**src/rtl/alu_rr_scheduler.sv**
```systemverilog
`default_nettype none
// ============================================================================
// alu_rr_scheduler : round-robin front end sharing one combinational ALU
// Revision 1.0 - initial release
// ============================================================================
module alu_rr_scheduler #(
   parameter int NREQ  = 4,
   parameter int WIDTH = 64,
   localparam int IDW  = $clog2(NREQ)
) (
   input  logic                  clk,
   input  logic                  reset,
   input  logic [NREQ-1:0]       req,
   input  logic [NREQ*WIDTH-1:0] req_a,
   input  logic [NREQ*WIDTH-1:0] req_b,
   input  logic [NREQ*2-1:0]     req_sel,
   output logic [NREQ-1:0]       gnt,
   output logic [WIDTH-1:0]      alu_p,
   output logic [WIDTH-1:0]      alu_q,
   output logic [1:0]            alu_select,
   input  logic [WIDTH-1:0]      alu_z,
   input  logic                  alu_cout,
   output logic                  rsp_valid,
   input  logic                  rsp_ready,
   output logic [IDW-1:0]        rsp_id,
   output logic [WIDTH-1:0]      rsp_data,
   output logic                  rsp_carry,
   output logic                  busy
);

   localparam logic [1:0] S_IDLE = 2'd0;
   localparam logic [1:0] S_EXEC = 2'd1;
   localparam logic [1:0] S_RESP = 2'd2;

   logic [1:0]       r_state;
   logic [IDW-1:0]   r_ptr;
   logic [IDW-1:0]   r_id;
   logic [WIDTH-1:0] r_alu_p;
   logic [WIDTH-1:0] r_alu_q;
   logic [1:0]       r_alu_select;
   logic             r_rsp_valid;
   logic [IDW-1:0]   r_rsp_id;
   logic [WIDTH-1:0] r_rsp_data;
   logic             r_rsp_carry;

   logic             w_found;
   logic [IDW-1:0]   w_win;
   logic [IDW-1:0]   w_idx;
   logic [IDW-1:0]   w_ptr_next;

   // First pending requester at or after the pointer, wrapping modulo NREQ.
   always_comb begin
      w_found = 1'b0;
      w_win   = '0;
      w_idx   = '0;
      for (int k = 0; k < NREQ; k++) begin
         w_idx = IDW'((int'(r_ptr) + k) % NREQ);
         if (!w_found && req[w_idx]) begin
            w_found = 1'b1;
            w_win   = w_idx;
         end
      end
   end

   assign w_ptr_next = (w_win == IDW'(NREQ - 1)) ? '0 : w_win + 1'b1;

   always_comb begin
      gnt = '0;
      if (!reset && (r_state == S_IDLE) && w_found) begin
         gnt = NREQ'(1) << w_win;
      end
   end

   always_ff @(posedge clk) begin
      if (reset) begin
         r_state      <= S_IDLE;
         r_ptr        <= '0;
         r_id         <= '0;
         r_alu_p      <= '0;
         r_alu_q      <= '0;
         r_alu_select <= '0;
         r_rsp_valid  <= 1'b0;
         r_rsp_id     <= '0;
         r_rsp_data   <= '0;
         r_rsp_carry  <= 1'b0;
      end else begin
         case (r_state)
            S_IDLE: begin
               if (w_found) begin
                  r_alu_p      <= req_a[w_win*WIDTH +: WIDTH];
                  r_alu_q      <= req_b[w_win*WIDTH +: WIDTH];
                  r_alu_select <= req_sel[w_win*2 +: 2];
                  r_id         <= w_win;
                  r_ptr        <= w_ptr_next;
                  r_state      <= S_EXEC;
               end
            end
            S_EXEC: begin
               // Carry is only meaningful for the arithmetic functions.
               r_rsp_data  <= alu_z;
               r_rsp_carry <= alu_cout & r_alu_select[1];
               r_rsp_id    <= r_id;
               r_rsp_valid <= 1'b1;
               r_state     <= S_RESP;
            end
            S_RESP: begin
               if (rsp_ready) begin
                  r_rsp_valid <= 1'b0;
                  r_state     <= S_IDLE;
               end
            end
            default: r_state <= S_IDLE;
         endcase
      end
   end

   assign alu_p      = r_alu_p;
   assign alu_q      = r_alu_q;
   assign alu_select = r_alu_select;
   assign rsp_valid  = r_rsp_valid;
   assign rsp_id     = r_rsp_id;
   assign rsp_data   = r_rsp_data;
   assign rsp_carry  = r_rsp_carry;
   assign busy       = (r_state != S_IDLE);

endmodule
`default_nettype wire
```
**config.mk**
```make
export PLATFORM = sky130hd
export DESIGN_NAME = alu_rr_scheduler
export DESIGN_NICKNAME = d
export VERILOG_FILES = /design/src/rtl/alu_rr_scheduler.sv
export SDC_FILE = /design/constraint.sdc
export NUM_CORES = 1
export LEC_CHECK = 0
export ABC_AREA = 1
export BUFFER_PORTS_ARGS = -buffer_cell sky130_fd_sc_hd__buf_4
export CAP_MARGIN = 30
export CORE_AREA = 3 3 309 311
export CTS_CLUSTER_DIAMETER = 150
export DETAILED_ROUTE_END_ITERATION = 7
export DIE_AREA = 0 0 312 314
export PLACE_DENSITY_LB_ADDON = 0.2
export SYNTH_ARGS = -nofsm -noshare
export SYNTH_HDL_FRONTEND = slang
export SYNTH_SLANG_ARGS = --single-unit
```
**constraint.sdc**
```tcl
create_clock -name clk -period 2.3 [get_ports clk]
set_input_delay 0.46 -clock clk [delete_from_list [all_inputs] [get_ports clk]]
set_output_delay 0.46 -clock clk [all_outputs]
set_load 0.01 [all_outputs]
```
==> flow_summary.json <==
{
  "whs_ns": 0.0561,
  "min_period_ns": 2.75,
  "powerDensity_mw_per_mm2": 1510,
  "p_sw_frac": 0.477,
  "worstReg2RegStart": "r_ptr[0]",
  "clock-sinks": 204,
  "setup_ws_ns": -0.446,
  "cts_buffers": 29,
  "syn_inst": 2228,
  "ir_drop_uv": 592,
  "p_seq_frac": 0.165,
  "drtAntennaViolNets": 0,
  "setup_viol": 5,
  "post-place-ws_ns": -0.311,
  "skew_ns": 0.0127,
  "min-delay-path-class": "input pin to flop",
  "insertion_delay_ns": 0.60,
  "dp.cells": 4235,
  "drt-met1-wl_um": 35600,
  "grt_pass1_vias": 16900,
  "met2WireLength_um": 38400,
  "r2r_slack_ns": -0.01,
  "p_switching_mw": 16.7,
  "vias": 17100,
  "worst_ep_required_time_ns": 1.84,
  "cap_violations": 0,
  "slew_viol_final": 0,
  "syn_nets": 2821,
  "ys.warnings.count": 0,
  "slew_headroom": 0.659,
  "drc": 0,
  "firstDrtPassIters": 5,
  "dp_hpwl_um": 61300,
  "pin_count": 795,
  "worstPathArrival_ns": 2.29,
  "rsz0062_at_grt": "true",
  "p_int_mw": 18.2,
  "worst-r2r-cell-count": 18,
  "overflow": 0,
  "routed_wirelength_um": 82100,
  "core_mm2": 0.0930,
  "cp-end-kind": "output pin",
  "port_buffers": 794,
  "syn_area_per_cell_um2": 5.77,
  "row_count": 112,
  "cts_buffer_depth": 3,
  "drt_iter0_drc": 892,
  "fp.dieW_um": 312,
  "period_share": 1.19,
  "gp_congestion": 0.850,
  "finalPower_mw": 34.9,
  "r2r-end": "alu_q[43]",
  "viasPerCell": 3.95,
  "wl_met3_um": 6440,
  "synth_seq_area_share": 0.317,
  "crit_end": "gnt[0]",
  "fmax_ghz": 0.364,
  "top_layer": "met5",
  "syn_to_final_growth_pct": 79.2,
  "grt_max_degree": 96,
  "power_leakage_nw": 12.3,
  "share_comb_of_total_power": 0.701,
  "cts.clk_slew.worst_paths_ns": 0.06,
  "antenna_found_initial": 15,
  "wl_per_cell_um": 18.9,
  "status": "finished, violations left",
  "cts_tree": "done",
  "syn_area_mm2": 0.0129,
  "synthDistinctLibCells": 26,
  "die_area_mm2": 0.0980,
  "root_buffer": "clkbuf_16",
  "drive_above_1_share": 0.356,
  "htree_num_levels": 1,
  "initial_core_util": 0.138,
  "hold_viol": 0,
  "violations": "negative setup slack",
  "final_cells": 4335,
  "worstMarginPinSlew_ns": 0.512,
  "cp-startpoint": "r_ptr[0]",
  "path_class": "flop to output pin",
  "crit_fanout": 5,
  "grt_pass1_wl_um": 112000,
  "critPathLaunchType": "flop",
  "ys_seq_elements": 204,
  "die_h_um": 314,
  "grt_util_all_layers": 0.152,
  "p_clk_frac": 0.134,
  "fillers": 10800,
  "final_nets": 3644
}
[cell usage in the layout, fill, tap and decap left out, drive strengths merged]
| master | count |
|---|---|
| buf | 950 |
| nand2 | 782 |
| nand3 | 389 |
| nor2 | 261 |
| inv | 211 |
| dfxtp | 204 |
| o21ai | 131 |
| nand3b | 69 |
| clkbuf | 51 |
| diode | 8 |
| clkinv | 5 |
| clkinvlp | 4 |
| a21oi | 4 |
| bufinv | 3 |
| nor3 | 3 |
| bufbuf | 2 |
| o22ai | 1 |
| a211oi | 1 |
| or2 | 1 |
| ha | 1 |
[metal layers]
| layer | vias to the layer above | GRT usage |
|---|---|---|
| met1 | 7846 | 0.187 |
| met4 | 10 | 0.0295 |
| met3 | 76 | 0.0506 |
| met2 | 549 | 0.258 |
| li1 | 8644 | - |
| met5 | - | 0 |
[worst min-delay path by stage]
stage / startpoint / end / slack, ns / cells after the start
after floorplan: r_id[1] / r_id[1] / 0.43 / 2
after global placement: r_id[1] / r_id[1] / 0.44 / 2
after detailed placement: alu_q[16] / alu_q[16] / 0.44 / 2
after CTS: rsp_ready / rsp_valid / 0.007 / 2
after global routing: rsp_ready / rsp_valid / 0.01 / 2
final: rsp_ready / rsp_valid / 0.06 / 2
[flip-flops by register name, summed over array words and instances (netlist names)]
name,flops
alu_p,64
alu_q,64
rsp_data,64
alu_select,2
r_id,2
r_ptr,2
r_state,2
rsp_id,2
rsp_carry,1
rsp_valid,1
[cell usage after synthesis]
master / number / area (um2)
nand3b_1: 69 / 518
nand3_1: 388 / 1940
inv_4: 1 / 6.26
o21ai_0: 127 / 636
o22ai_1: 1 / 6.26
a211oi_1: 1 / 7.51
clkinv_1: 1 / 3.75
buf_2: 85 / 425
inv_1: 203 / 762
nand2_1: 780 / 2930
nor2_1: 259 / 972
dfxtp_1: 204 / 4080
buf_1: 2 / 7.51
a21oi_1: 4 / 20.0
or2_1: 1 / 6.26
inv_2: 6 / 22.5
clkbuf_4: 1 / 7.51
buf_6: 5 / 56.3
buf_4: 22 / 165
nand3_2: 1 / 10.0
o21ai_1: 4 / 20.0
ha_1: 1 / 12.5
nor2_2: 2 / 12.5
nor3_1: 3 / 15.0
clkbuf_1: 55 / 206
nand2_2: 2 / 12.5
[power groups by stage]
stage,Combinational [mW],Sequential [mW],Clock [mW]
after CTS,23.0,5.75,4.87
after detailed placement,21.2,5.79,0
after global routing,26.9,5.95,5.01
after global placement,21.3,5.79,0
final,24.5,5.76,4.68
after floorplan,10.6,6.35,0
[cell type report]
cell class,instances,area [um2],share of cell area
diodes,8,20.0,0.000868
clock buffers,41,811,0.0352
clock inverters,12,160,0.00695
inverters,211,813,0.0353
multi-input cells,1643,7400,0.321
flip-flops and latches,204,4090,0.177
well taps,1254,1570,0.0680
repair buffers,962,8190,0.355
[critical path, cell delays in order, from the launching register on]
cell,delay (ns)
dfxtp_4,0.39
buf_8,0.14
nand2_2,0.06
nand2_2,0.06
nand2_1,0.06
nand2_2,0.09
nor2_2,0.04
nor2_2,0.14
nand2_4,0.07
nand2_4,0.08
inv_4,0.05
buf_8,0.12
nor3_4,0.25
buf_6,0.14
[cell families after synthesis]
group / Yosys count / share of synthesized area
simple gates: 1505 / 0.499
flops: 204 / 0.317
buf+inv: 381 / 0.129
compound gates: 137 / 0.0536
fa+ha+maj: 1 / 0.000972
[metrics by stage]
stage	cell area, um2	TNS, ns	util
final	23100	-1.66	0.248
after global routing	23000	-12.10	0.248
after CTS	22500	-1.88	0.241
after detailed placement	21000	-6.11	0.225
after global placement	21000	-7.68	0.225
after floorplan	12900	0	-
[timing repair]
| item | in CTS | in global routing |
|---|---|---|
| pin swaps | 28 | 4 |
| hold endpoints to repair | 0 | 0 |
| setup endpoints to repair | 52 | 136 |
| hold buffers | 0 | 0 |
| cloned | 6 | 11 |
| setup buffers | 12 | 11 |
| gates resized for setup | 68 | 78 |
(Power assumes the default switching activity.)
